==> src/rtl/wb_port_arbiter.sv <==
// Register-file write-back port arbiter: the primary datapath result versus seven
// auxiliary sources. Round-robin, with starvation preemption and multi-beat bursts.

module wb_wait_cnt #(
    parameter int MAX_WAIT = 4
) (
    input  logic       clk,
    input  logic       rst_n,
    input  logic       req,
    input  logic       gnt,
    output logic       starved
);
    logic [3:0] cnt;

    always_ff @(posedge clk or negedge rst_n) begin
        if (!rst_n)               cnt <= '0;
        else if (gnt || !req)     cnt <= '0;
        else if (cnt != 4'd15)    cnt <= cnt + 4'd1;
    end

    assign starved = req && (cnt >= 4'(MAX_WAIT));
endmodule

module wb_port_arbiter #(
    parameter int DW       = 32,
    parameter int NREQ     = 7,
    parameter int MAX_WAIT = 4
) (
    input  logic               clk,
    input  logic               rst_n,
    input  logic               pri_we,
    input  logic [NREQ-1:0]    aux_req,
    input  logic [NREQ-1:0]    aux_last,
    input  logic [NREQ*DW-1:0] aux_data,
    output logic [NREQ-1:0]    aux_gnt,
    output logic [NREQ-1:0]    opt,
    output logic [DW-1:0]      wb_b,
    output logic               pri_stall
);
    typedef enum logic {IDLE, BURST} st_t;

    st_t             fsm, fsm_nxt;
    logic [2:0]      owner, owner_nxt, rr_ptr, rr_nxt;
    logic [NREQ-1:0] starved, gnt;
    logic            stall;
    logic            gv;
    logic [2:0]      gsel;
    logic [3:0]      starve_pick, req_pick;

    for (genvar i = 0; i < NREQ; i++) begin : g_wait
        wb_wait_cnt #(.MAX_WAIT(MAX_WAIT)) u_wait (
            .clk     (clk),
            .rst_n   (rst_n),
            .req     (aux_req[i]),
            .gnt     (gnt[i]),
            .starved (starved[i])
        );
    end

    // Returns {found, index} of the first set bit at or after ptr, wrapping at NREQ.
    function automatic logic [3:0] rr_pick(input logic [NREQ-1:0] v, input logic [2:0] ptr);
        logic       found;
        logic [2:0] sel;
        int         j;
        found = 1'b0;
        sel   = '0;
        for (int k = 0; k < NREQ; k++) begin
            j = int'(ptr) + k;
            if (j >= NREQ) j = j - NREQ;
            if (!found && v[j]) begin
                found = 1'b1;
                sel   = 3'(j);
            end
        end
        return {found, sel};
    endfunction

    always_comb begin
        gnt         = '0;
        stall       = 1'b0;
        gv          = 1'b0;
        gsel        = '0;
        fsm_nxt     = fsm;
        owner_nxt   = owner;
        rr_nxt      = rr_ptr;
        starve_pick = rr_pick(starved, rr_ptr);
        req_pick    = rr_pick(aux_req, rr_ptr);
        case (fsm)
            IDLE: begin
                if (starve_pick[3]) begin
                    gv    = 1'b1;
                    gsel  = starve_pick[2:0];
                    stall = pri_we;
                end else if (!pri_we && req_pick[3]) begin
                    gv   = 1'b1;
                    gsel = req_pick[2:0];
                end
                if (gv) begin
                    gnt[gsel] = 1'b1;
                    rr_nxt    = (gsel == 3'(NREQ-1)) ? 3'd0 : gsel + 3'd1;
                    if (!aux_last[gsel]) begin
                        fsm_nxt   = BURST;
                        owner_nxt = gsel;
                    end
                end
            end
            BURST: begin
                stall = pri_we;
                if (aux_req[owner]) begin
                    gnt[owner] = 1'b1;
                    if (aux_last[owner]) fsm_nxt = IDLE;
                end else begin
                    // Owner abandoned the burst: release the port, re-arbitrate next cycle.
                    fsm_nxt = IDLE;
                end
            end
            default: fsm_nxt = IDLE;
        endcase
    end

    always_ff @(posedge clk or negedge rst_n) begin
        if (!rst_n) begin
            fsm    <= IDLE;
            owner  <= '0;
            rr_ptr <= '0;
        end else begin
            fsm    <= fsm_nxt;
            owner  <= owner_nxt;
            rr_ptr <= rr_nxt;
        end
    end

    // Outputs are forced low while reset is asserted so a mid-burst reset drops the grant at once.
    always_comb begin
        aux_gnt   = rst_n ? gnt : '0;
        opt       = aux_gnt;
        pri_stall = rst_n & stall;
        wb_b      = '0;
        for (int i = 0; i < NREQ; i++)
            if (aux_gnt[i]) wb_b = aux_data[i*DW +: DW];
    end
endmodule

==> config.mk <==
export PLATFORM = sky130hd
export DESIGN_NAME = wb_port_arbiter
export DESIGN_NICKNAME = d
export VERILOG_FILES = /design/src/rtl/wb_port_arbiter.sv
export SDC_FILE = /design/constraint.sdc
export NUM_CORES = 1
export LEC_CHECK = 0
export CAP_MARGIN = 10
export CORE_MARGIN = 2
export CORE_UTILIZATION = 49
export DETAILED_ROUTE_END_ITERATION = 8
export HOLD_SLACK_MARGIN = 0.12
export PLACE_DENSITY = 0.88
export SYNTH_ARGS = -nofsm -noshare
export SYNTH_HDL_FRONTEND = slang
export SYNTH_HIERARCHICAL = 1
export SYNTH_SLANG_ARGS = --single-unit
==> constraint.sdc <==
create_clock -name clk -period 13.8 [get_ports clk]
set_input_delay 2.76 -clock clk [delete_from_list [all_inputs] [get_ports clk]]
set_output_delay 2.76 -clock clk [all_outputs]
set_load 0.02 [all_outputs]
-- Yosys cells after proc, flatten, opt, wreduce, memory -nomap -nowiden
Index checks and enable logic that the tools add are counted.
- add/sub/neg operators: 21
- magnitude comparators: 25
- eq/ne operators: 8
- multiplexer cells: 126
- bitwise logic cells: 3
- reductions and logical operators: 58
- operator list (operator ; count):
    two-way mux 32 bit ; 14
    < comparator 32 x 5 -> 1 bit, second input constant ; 7
    two-way mux 4 bit ; 14
    two-way mux 1 bit ; 55
    two-way mux 3 bit ; 18
    >= comparator 4 x 3 -> 1 bit, second input constant ; 13
    binary-select mux 1 bit (select 3 bit) ; 17
    subtractor 4 x 3 -> 5 bit, second input constant ; 6
    adder 4 x 1 -> 4 bit, second input constant ; 7
    inequality test 4 bit, second input constant ; 7
    logical AND 1 bit ; 22
    two-way mux 7 bit ; 3
    logical NOT 1 bit ; 20
    case mux 7 bit (2 select lines) ; 1
    nonzero test 2 bit ; 7
    adder 3 x 3 -> 4 bit, second input constant ; 3
    adder 3 x 2 -> 4 bit, second input constant ; 2
    < comparator 3 x 4 -> 1 bit, second input constant ; 2
    logical OR 1 bit ; 7
    demux 1 bit (select 3 bit) ; 2
    >= comparator 3 x 1 -> 1 bit, second input constant ; 2
    adder 3 x 1 -> 4 bit, second input constant ; 1
    case mux 1 bit (2 select lines) ; 2
    subtractor 3 x 3 -> 4 bit, second input constant ; 1
    other kinds (7) ; 8
- register bits: 35
- input bits: 241
- output and inout bits: 47
- logic and storage cells: 251

-- Logic depth before layout (Yosys ltp)
- word-level depth: 42
- depth in mapped cells: 19
- depth with buffers taken out: 16

-- Hierarchy
Netlist, hierarchy kept.
- modules (own cells, without submodules) (module ; instances ; cells an instance ; area each (um^2) ; seq. area each (um^2)):
    wb_port_arbiter ; 1 ; 800 ; 5800.6 ; 175.2
    wb_wait_cnt ; 7 ; 21 ; 220.2 ; 100.1

-- Least setup slack after synthesis
No wires, ideal clock.
- path type: input -> output
- from: input port aux_req[6]
- to: output port wb_b[23]
- data arrival time: 6.385 ns
- required time: 11.040 ns
- setup slack: 4.655 ns
- stages on the path: 16
- path buffers: 3
- cell sequence: o21a_1 > clkbuf_1 > and3b_1 > a2111oi_1 > o31ai_1 > o21a_1 > and4bb_2 > and3b_1 > nor4b_1 > or4_1 > buf_4 > o41ai_4 > buf_6 > a222oi_1 > or2_0 > a31oi_1
- elaborated cells on any way between the ends: 120
- classes of those cells: 2 x order compare; 91 x mux; 27 x reduce/logical
- RTL lines (item ; RTL line ; text):
    start: declaration ; 32 ; input logic [NREQ-1:0] aux_req,
    binary-select mux 1 bit (select 3 bit) ; 70 ; if (!found && v[j]) begin
    two-way mux 1 bit (implied by the code) (2 in series) ; 70 ;
    two-way mux 1 bit ; 70 ;
    logical NOT 1 bit ; 70 ;
    logical AND 1 bit ; 70 ;
    two-way mux 1 bit ; 70 ;
    logical NOT 1 bit ; 70 ;
    logical AND 1 bit ; 70 ;
    (+18 left out) ; - ;
    logical AND 1 bit (implied by the code) ; 99 ; gnt[gsel] = 1'b1;
    two-way mux 1 bit (implied by the code) ; 99 ;
    demux 1 bit (select 3 bit) ; 99 ;
    two-way mux 7 bit ; 98 ; if (gv) begin
    case mux 7 bit (2 select lines) (*) ; 88 ; case (fsm)
    named net gnt[2] ; 44 ; logic [NREQ-1:0] starved, gnt;
    two-way mux 7 bit (*) ; 135 ; aux_gnt = rst_n ? gnt : '0;
    two-way mux 32 bit (*) (5 in series) ; 140 ; if (aux_gnt[i]) wb_b = aux_data[i*DW +: DW];
    end: declaration ; 37 ; output logic [DW-1:0] wb_b,
Mark *: on every way through the listed nets, which the timed path passes. The rest lies on a longest branch. The select of a mux whose other input is x is not followed.

-- Worst setup path in the final report
- from: input port aux_req[2]
- to: output port wb_b[17]
- elaborated cells on any way between the ends: 120
- classes of those cells: 2 x order compare; 91 x mux; 27 x reduce/logical
- RTL lines (item ; RTL line ; text):
    logical AND 1 bit (*) ; 21 ; assign starved = req && (cnt >= 4'(MAX_WAIT));
    named net starved[2] ; 44 ;
    binary-select mux 1 bit (select 3 bit) ; 70 ;
    two-way mux 1 bit (implied by the code) (2 in series) ; 70 ;
    two-way mux 1 bit ; 70 ;
    logical NOT 1 bit ; 70 ;
    logical AND 1 bit ; 70 ;
    two-way mux 1 bit ; 70 ;
    (+18 left out) ; - ;
    logical AND 1 bit (implied by the code) ; 99 ;
    two-way mux 1 bit (implied by the code) ; 99 ;
    demux 1 bit (select 3 bit) ; 99 ;
    two-way mux 7 bit (*) ; 98 ;
    case mux 7 bit (2 select lines) (*) ; 88 ;
    two-way mux 7 bit (*) ; 135 ;
    two-way mux 32 bit (6 in series) ; 140 ;
    two-way mux 32 bit (*) ; 140 ;
Marked as above.

==> qor.txt <==
Post-synth EDFFs = 0
CP bufs+invs = 3
Fin crit period = 12,240 ps
Critical Path RT = 11,040 ps
Via count = 9,792
Initial antenna violation count = 3
R2R Setup Slk = 7360 ps
Syn Nets = 1,207
Global route total overflow = 0
H-tree depth = 2
Largest net degree at the start of global routing = 76
CTS resizes = 0
Status = complete, no violations
Post-CTS setup buffers = 0
Cells on worst reg2reg path = 15
Total GRT Usage = 0.424
GPL Wtd Cong = 1.05
FF-to-FF Start = rr_ptr[0]
Setup crit end kind = primary output
Crit path max-delay family = compound AO/OA/AOI/OAI gates
Die ar. = 0.0160 mm²
WP data arrival = 9480 ps
Synthesis-stage register bit count = 35
Wire length per cell = 26.2 µm
Clk buf depth = 2
Number of buffers added on ports = 287
Sequential share of the synthesized area = 0.119
# DRC = 0
CTS Buf Count = 5
Slowest-stage cell, CP = clkdlybuf4s50_1
FMAX = 81.7 MHz
Worst-path fanout max = 21
Routed WL = 35,700 µm
Site Rows = 44
Cts hold-fix bufs = 0
Top_reg_cell synth = dfrtp_1
RSZ-0062 raised after global routing = no
First-pass iteration count of the detailed router = 9
Final Hold Fails = 0
Setup TNS = 0 ps
Post-synth cell types = 101
Critical path class = input port to primary output
Mean Syn Cell Area = 7.75 µm²
Clk Latency, worst-skew pair = 290 ps
Commonest non-fill, non-tap cell in the layout = clkdlybuf4s50_1
Fill count = 1,236
Slew Limit Fails = 0
Starting Density = 0.503
Area growth syn-to-layout = 40.5%
Die Y = 126 µm
CP cell instances = clkdlybuf4s50_1 -> o21a_1 -> or3b_1 -> a31o_1 -> a32oi_1 -> o32ai_2 -> and4bb_2 -> nand4bb_2 -> a311oi_1 -> or4_1 -> o31ai_4 -> buf_4 -> a222oi_1 -> or2_0 -> a31oi_1 -> clkdlybuf4s50_1
DIE WIDTH = 126 µm
Post-Syn Area = 0.00734 mm²
Share of layout cells above drive strength 1 = 0.0740
Number of I/O pins = 288
Hold path depth = 2
CTS Root Cell = clkbuf_16
Global-route wire length before repair = 53,300 µm
Period Utilization, post-route = 0.887
Asr flop ratio synth = 1.00
Worst hold path class = flop to flop
Worst Hold Launch = g_wait[5].u_wait/cnt[1]
Max_cap viols = 0
Worst hold endpoint = g_wait[5].u_wait/cnt[1]
CTS Sinks = 35
Vias in the first global route = 9,063
ANT nets after route = 0
Core Box Area = 0.0146 mm²
CTS clock-pin slew for the worst setup and hold paths = 60 ps
Worst-Margin Slew = 1060 ps
CTS tree = done
Via density = 7.19
CP peak stage delay = 1020 ps
Most frequent CP cell = clkdlybuf4s50_1
Crit path launch type = input port
Most frequent cells in the layout = clkdlybuf4s50_1, nand2_1, mux2i_1
Hpwl dp = 27,400 µm
Clk_skew = 6.10 ps
Worst rel slew slack = 0.292
Worst reg2reg path endpoint = g_wait[1].u_wait/cnt[2]
Yosys warns = 6
Initial detailed-routing violation count = 1,606
Fin nets = 1,435
Gate Count Post-Synth = 947
Final Setup Violations = 0
==> worst max path at each step <==
stage,startpoint,endpoint,cells past startpoint
2_1_floorplan,aux_req[6],wb_b[23],16
3_3_place_gp,aux_req[2],wb_b[24],16
3_5_place_dp,aux_req[2],wb_b[17],16
4_1_cts,aux_req[2],wb_b[17],16
5_1_grt,aux_req[2],wb_b[21],15
6_report,aux_req[2],wb_b[17],16
==> area by class of cell <==
cell class                 count  area (µm²)  area share
clock inverter                 2        12.5     0.00121
antenna                        2        5.00    0.000485
multi-input combinational    808        5990       0.580
sequential                    35         877      0.0850
clock buffer                   6         129      0.0125
timing repair buffer         305        3000       0.291
tap                          184         230      0.0223
inverter                      20        75.1     0.00728
==> state kept, by name (all words and copies together) (netlist names) <==
register           flops
owner                  3
fsm                    1
rr_ptr                 3
g_wait.u_wait/cnt     28
==> worst reg2reg max path: cells and delay by family (launching register included) <==
kind	cells	cell delay (ps)
buffers and inverters	2	1020
AND/OR/NAND/NOR	8	1990
flip-flops	1	360
AO/OA/AOI/OAI	3	2060
adder cells (fa/ha/maj)	2	880
==> layer usage <==
metal	GRT usage	part of all wire	vias to the layer above
met5	0	0	-
met1	0.526	0.35	4564
met2	0.674	0.46	780
met4	0.251	0.074	0
li1	-	-	4304
met3	0.0932	0.12	144
==> cells in the mapped netlist (10+ instances only) <==
master	count	share of area
a221oi_1	36	0.043
o21ai_0	26	0.018
or2_0	32	0.027
inv_1	17	0.0087
o211ai_1	10	0.010
and3_1	10	0.0085
nand3_1	17	0.012
a222oi_1	33	0.045
buf_4	14	0.014
o21a_1	17	0.017
and3b_1	11	0.013
nand2b_1	20	0.017
a31oi_1	43	0.037
nor2_1	40	0.020
ha_1	19	0.032
a21oi_1	37	0.025
nor3_1	22	0.015
a22o_1	38	0.045
nand4_1	12	0.010
buf_2	17	0.012
a211oi_1	18	0.018
mux2i_1	52	0.071
o22ai_1	40	0.034
clkbuf_1	45	0.023
nand2_1	62	0.032
dfrtp_1	35	0.12
nor2b_1	14	0.012
nand3b_1	17	0.017
==> stage by stage <==
stage               cell area [µm²]  setup WS (ps)  cells   util  hold slack (ps)
detailed placement            10200           1780   1352  0.697              593
finish                        10300           1560   1362  0.707              602
CTS                           10300           1780   1360  0.707              601
global route                  10300           1450   1362  0.707              632
global placement              10200           1910   1352  0.697              576
floorplan                      7340           4660    947      -              556
==> cell families (layout without fill, tap and decap cells) <==
group / count (synthesis) / count (layout) / share of synthesized area
DFF: 35 / 35 / 0.119
other: 0 / 2 / 0
and+or+nand+nor: 316 / 316 / 0.249
adders and majority gates: 19 / 19 / 0.0324
muxes: 64 / 64 / 0.0958
buffers and inverters: 104 / 333 / 0.0704
xor gates and xnor gates: 6 / 6 / 0.00818
AOI/OAI and AO/OA: 403 / 403 / 0.425
Power is not shown: default switching activity piles up to over one toggle a cycle in this logic, so the estimate is an artifact.
